`config.mk`:
```
export PLATFORM = sky130hd
export DESIGN_NAME = bin_to_glyph
export DESIGN_NICKNAME = d
export VERILOG_FILES = /design/src/rtl/bin_to_glyph.sv
export SDC_FILE = /design/constraint.sdc
export NUM_CORES = 1
export LEC_CHECK = 0
export BUFFER_PORTS_ARGS = -buffer_cell sky130_fd_sc_hd__clkbuf_2
export CORE_MARGIN = 4
export CORE_UTILIZATION = 41
export DETAILED_ROUTE_END_ITERATION = 12
export HOLD_SLACK_MARGIN = 0.06
export SLEW_MARGIN = 40
export SYNTH_ARGS = -nofsm -noshare
export SYNTH_HDL_FRONTEND = slang
export SYNTH_SLANG_ARGS = --single-unit
```
`constraint.sdc`:
```
create_clock -name clk -period 3.8 [get_ports clk]
set_clock_uncertainty 0.05 [all_clocks]
set_input_delay 0.76 -clock clk [delete_from_list [all_inputs] [get_ports clk]]
set_output_delay 0.76 -clock clk [all_outputs]
set_load 0.02 [all_outputs]
```
`src/rtl/bin_to_glyph.sv`:
```
// Sequential double-dabble converter producing four 5-bit 7-seg glyph codes.
// Optional LEADING_BLANK_EN blanks leading zero digits (ones always shown).
module bin_to_glyph #(
  parameter int IN_W    = 14,
  parameter int MAX_VAL = 9999
) (
  input  logic            clk,
  input  logic            rst_n,
  input  logic            start,
  input  logic [IN_W-1:0] bin,
  output logic            busy,
  output logic            done,
  output logic [19:0]     num
);

  localparam int CW = $clog2(IN_W + 1);

  typedef enum logic [1:0] {
    IDLE,
    SHIFT,
    DONE
  } state_t;

  state_t          state;
  logic [IN_W-1:0] sh;
  logic [15:0]     bcd;
  logic [CW-1:0]   cnt;
  logic            ovf;
  logic [15:0]     bcd_adj;
  logic [19:0]     glyph;

  always_comb begin
    bcd_adj = bcd;
    for (int i = 0; i < 4; i++) begin
      if (bcd[i*4 +: 4] >= 4'd5)
        bcd_adj[i*4 +: 4] = bcd[i*4 +: 4] + 4'd3;
    end
  end

  always_comb begin
    glyph = {1'b0, bcd[15:12], 1'b0, bcd[11:8],
             1'b0, bcd[7:4],   1'b0, bcd[3:0]};
`ifdef LEADING_BLANK_EN
    if (bcd[15:12] == 4'd0) begin
      glyph[19:15] = 5'd31;
      if (bcd[11:8] == 4'd0) begin
        glyph[14:10] = 5'd31;
        if (bcd[7:4] == 4'd0)
          glyph[9:5] = 5'd31;
      end
    end
`endif
    // "----" overrides whatever the BCD register holds
    if (ovf)
      glyph = 20'hD6B5A;
  end

  always_ff @(posedge clk or negedge rst_n) begin
    if (!rst_n) begin
      state <= IDLE;
      sh    <= '0;
      bcd   <= '0;
      cnt   <= '0;
      ovf   <= 1'b0;
      busy  <= 1'b0;
      done  <= 1'b0;
      num   <= 20'hFFFFF;
    end else begin
      unique case (state)
        IDLE: begin
          done <= 1'b0;
          if (start) begin
            sh    <= bin;
            bcd   <= '0;
            cnt   <= CW'(IN_W);
            ovf   <= {{(32-IN_W){1'b0}}, bin} > 32'(MAX_VAL);
            busy  <= 1'b1;
            state <= SHIFT;
          end
        end
        SHIFT: begin
          if (cnt != '0) begin
            bcd <= 16'({bcd_adj, sh[IN_W-1]});
            sh  <= {sh[IN_W-2:0], 1'b0};
            cnt <= cnt - CW'(1);
          end else begin
            num   <= glyph;
            done  <= 1'b1;
            state <= DONE;
          end
        end
        DONE: begin
          done  <= 1'b0;
          busy  <= 1'b0;
          state <= IDLE;
        end
        default: state <= IDLE;
      endcase
    end
  end

endmodule

```
==> results.rst <==
.. list-table::
   :header-rows: 1

   * - Metric
     - Value
   * - Post-synth top area share
     - 0.373
   * - Number of synthesized flops with an enable pin
     - 0
   * - Max-slew headroom
     - 0.489
   * - Violation count after the first detailed-route iteration
     - 83
   * - Final setup margin
     - 1.61 ns
   * - Count of distinct cell types in the synthesized netlist
     - 36
   * - Post-placement worst setup slack
     - 1.57 ns
   * - Most frequent standard cell in the layout excluding fill and tap cells
     - sky130_fd_sc_hd__nand2_1
   * - Setup TNS
     - 0 ns
   * - Total standard cell area after synthesis
     - 0.00262 mm2
   * - Min Tclk post-route
     - 2.19 ns
   * - DRC
     - 0
   * - Total Wirelength
     - 5.42 mm
   * - Width of the die
     - 87.9 um
   * - Achievable frequency
     - ~460 MHz
   * - Hold violation count in the final report
     - 0
   * - Hold crit path type
     - in -> async
   * - End-of-flow core utilization
     - 0.488
   * - Vias after detailed routing
     - 1978
   * - Core Area
     - 0.00606 mm2
   * - Worst-skew pair later-pin latency
     - roughly 0.31 ns
   * - Reg2reg setup slack
     - 1.61 ns
   * - Total power per unit cell area
     - 966 mW/mm2
   * - Result of the run
     - completed
   * - I/O Pins
     - 39
   * - Share of layout cells above drive strength 1
     - 0.231
   * - Global-route wire length before repair
     - about 9.3 mm
   * - Total global routing track utilization
     - 0.157
   * - Crit share post-route
     - 0.576
   * - Placed cells
     - roughly 360
   * - Final routed wire length divided by cell count
     - 14.7 um
   * - Initial DRT Pass Iterations
     - 5
   * - Port Buf Inserts
     - 38
   * - Total gr overflow
     - 0
   * - Count of pins over their slew limit
     - 0
   * - Non-filler instance count after layout
     - 370
   * - Total of warnings raised by yosys
     - 0
   * - Syn_area_per_cell
     - 10.0 um2
   * - Worst vdd ir
     - approximately 0.42 mV
   * - Setup bufs post-CTS
     - 0
   * - Unrepaired setup endpoints after global routing
     - no
   * - Ys flop type
     - sky130_fd_sc_hd__dfrtp_1
   * - Hold buffers post-CTS
     - 0
   * - Proportion of register bits with asynchronous set or reset after synthesis
     - 1.00
   * - FP Rows
     - 28
   * - Antenna violations before repair
     - 0
   * - Critical Path AT
     - ~2.4 ns
   * - Estimated wirelength of the detail-placed design
     - 3.83 mm
   * - Final weighted congestion of routability-driven global placement
     - 0.767
   * - Clock tree sinks
     - 56
   * - Area fraction in compound gates after synthesis
     - 0.179
   * - Resize count post-CTS
     - 0
   * - Buffer levels on the longest clock path
     - 2
   * - Flop and latch count out of synthesis
     - 56
   * - Total power
     - ~0.0029 W
   * - Vias in the first global route
     - 1855
   * - Total CTS buffers
     - 5
   * - Worst endpoint required time
     - between 3 and 4 ns
   * - Adder-cell share of the synthesized area
     - 0.0430
   * - Clock transition at the registers of the reported paths
     - 0.10 ns
   * - Vert. Die Dim
     - ~88 um
   * - Critical Path Start Type
     - flip-flop
   * - Number of setup violations in the final report
     - 0
   * - Final antenna diode count
     - 0
   * - Post-synthesis sequential area ratio
     - 0.543
   * - Residual antenna-violating net count after detailed routing
     - 0
   * - Ranking of synthesized cells by area
     - sky130_fd_sc_hd__dfrtp_1, sky130_fd_sc_hd__dfstp_2, sky130_fd_sc_hd__nand2_1
   * - Syn Inst Count
     - between 200 and 300
   * - Largest family of logic cells by synthesized area
     - compound AO/OA/AOI/OAI gates
   * - Share of cell area taken by muxes after synthesis
     - 0.0153
   * - TritonCTS clock tree
     - done
   * - Clock root buffer
     - sky130_fd_sc_hd__clkbuf_8
   * - Commonest cells after routing, fill and taps aside
     - sky130_fd_sc_hd__nand2_1, sky130_fd_sc_hd__dfrtp_1, sky130_fd_sc_hd__clkbuf_2
   * - Post-synthesis cell type with the largest combined area
     - sky130_fd_sc_hd__dfrtp_1
   * - Worst slew pin tran
     - 0.765 ns
   * - Post-layout nets
     - 320
   * - Maximum number of pins on one net before global-route repair
     - 41
   * - Starting utilization of the core area
     - 0.432
   * - Leakage
     - 1.39 nW
   * - Post-DR vias/cell
     - roughly 5.3
   * - Full die area
     - roughly 0.0077 mm2
   * - Type of the worst setup path
     - reg -> reg
   * - Synth Area in Simple Gates
     - 0.137
   * - # Max-Cap Violations
     - 0
   * - Maximum fanout encountered on the critical timing path
     - 40
   * - Crit path capture type
     - flip-flop
   * - Total number of H-tree levels
     - 2
   * - Xor/xnor share of the synthesized area
     - 0.0234
   * - Post-Syn Nets
     - 288
   * - Area added between synthesis and finish
     - 13.0%
==> cell usage after synthesis (2+ instances only) <==
cell,count
sky130_fd_sc_hd__nand2b_1,6
sky130_fd_sc_hd__nand2_1,49
sky130_fd_sc_hd__nor3_1,2
sky130_fd_sc_hd__xor2_1,3
sky130_fd_sc_hd__o21ai_0,14
sky130_fd_sc_hd__a32o_1,4
sky130_fd_sc_hd__clkbuf_1,7
sky130_fd_sc_hd__xnor2_1,4
sky130_fd_sc_hd__dfrtp_1,39
sky130_fd_sc_hd__buf_2,3
sky130_fd_sc_hd__mux2i_1,4
sky130_fd_sc_hd__a22o_1,5
sky130_fd_sc_hd__o22ai_1,5
sky130_fd_sc_hd__inv_1,13
sky130_fd_sc_hd__nand3_1,2
sky130_fd_sc_hd__nor2_1,19
sky130_fd_sc_hd__a31oi_1,18
sky130_fd_sc_hd__o32ai_1,3
sky130_fd_sc_hd__ha_1,9
sky130_fd_sc_hd__a21oi_1,11
sky130_fd_sc_hd__dfstp_2,17
sky130_fd_sc_hd__buf_4,4
sky130_fd_sc_hd__o31ai_1,8
==> path summary, 6_finish.rpt <==
check                      endpoint  cells past startpoint    start
setup / recovery             bcd[3]                      7   cnt[0]
min in group clk            num[15]                      2  num[15]
hold reg to reg             num[15]                      2  num[15]
max in group asynchronous    num[1]                      2    rst_n
hold / removal              bcd[15]                      1    rst_n
setup reg to reg             bcd[3]                      7   cnt[0]
==> stage by stage <==
step                      cell area [um2]  hold slack, ns
after floorplan                      2620           0.414
after global placement               2830           0.413
after detailed placement             2830           0.419
after CTS                            2960           0.379
after global routing                 2960           0.382
final                                2960           0.361
==> flip-flops by register name (all words and copies together), names as in the netlist <==
signal,flops
busy,1
ovf,1
cnt,4
state,2
done,1
num,17
sh,14
bcd,16
==> per-layer routing <==
layer / vias up / track usage / share of wire
met1: 971 / 0.227 / 0.51
met3: 7 / 0.0348 / 0.037
li1: 969 / - / -
met4: 0 / 0.0544 / 0.015
met2: 31 / 0.233 / 0.44
met5: - / 0 / 0
==> layout make-up <==
class	count	area, um2
Inverter	15	58.8
Clock inverter	2	60.1
Timing Repair Buffer	41	213
Multi-Input combinational cell	175	1040
Fill cell	585	3100
Sequential cell	56	1420
Clock buffer	6	72.6
Tap cell	75	93.8
==> critical path: stages, from the launching register on <==
cell and delay [ns]:
sky130_fd_sc_hd__dfrtp_1 0.40, sky130_fd_sc_hd__inv_1 0.06, sky130_fd_sc_hd__ha_1 0.22, sky130_fd_sc_hd__nor3b_4 0.19
sky130_fd_sc_hd__a211o_1 0.45, sky130_fd_sc_hd__inv_4 0.36, sky130_fd_sc_hd__o31ai_1 0.13, sky130_fd_sc_hd__a32o_1 0.22
==> cells by family after synthesis <==
kind of cell    count (synthesis)
simple gates                   83
compound gates                 72
flops                          56
buf+inv                        31
fa+ha+maj                       9
xor+xnor                        7
mux                             4
==> power breakdown <==
group / internal [W] / switching, W / leakage (nW)
Sequential: 0.000928 / 0.000203 / 0.653
Combinational: 0.000492 / 0.000777 / 0.676
Clock: 0.000263 / 0.000195 / 0.0654
Total: 0.00168 / 0.00117 / 1.39
No activity file was read; power rests on OpenSTA's default activity.
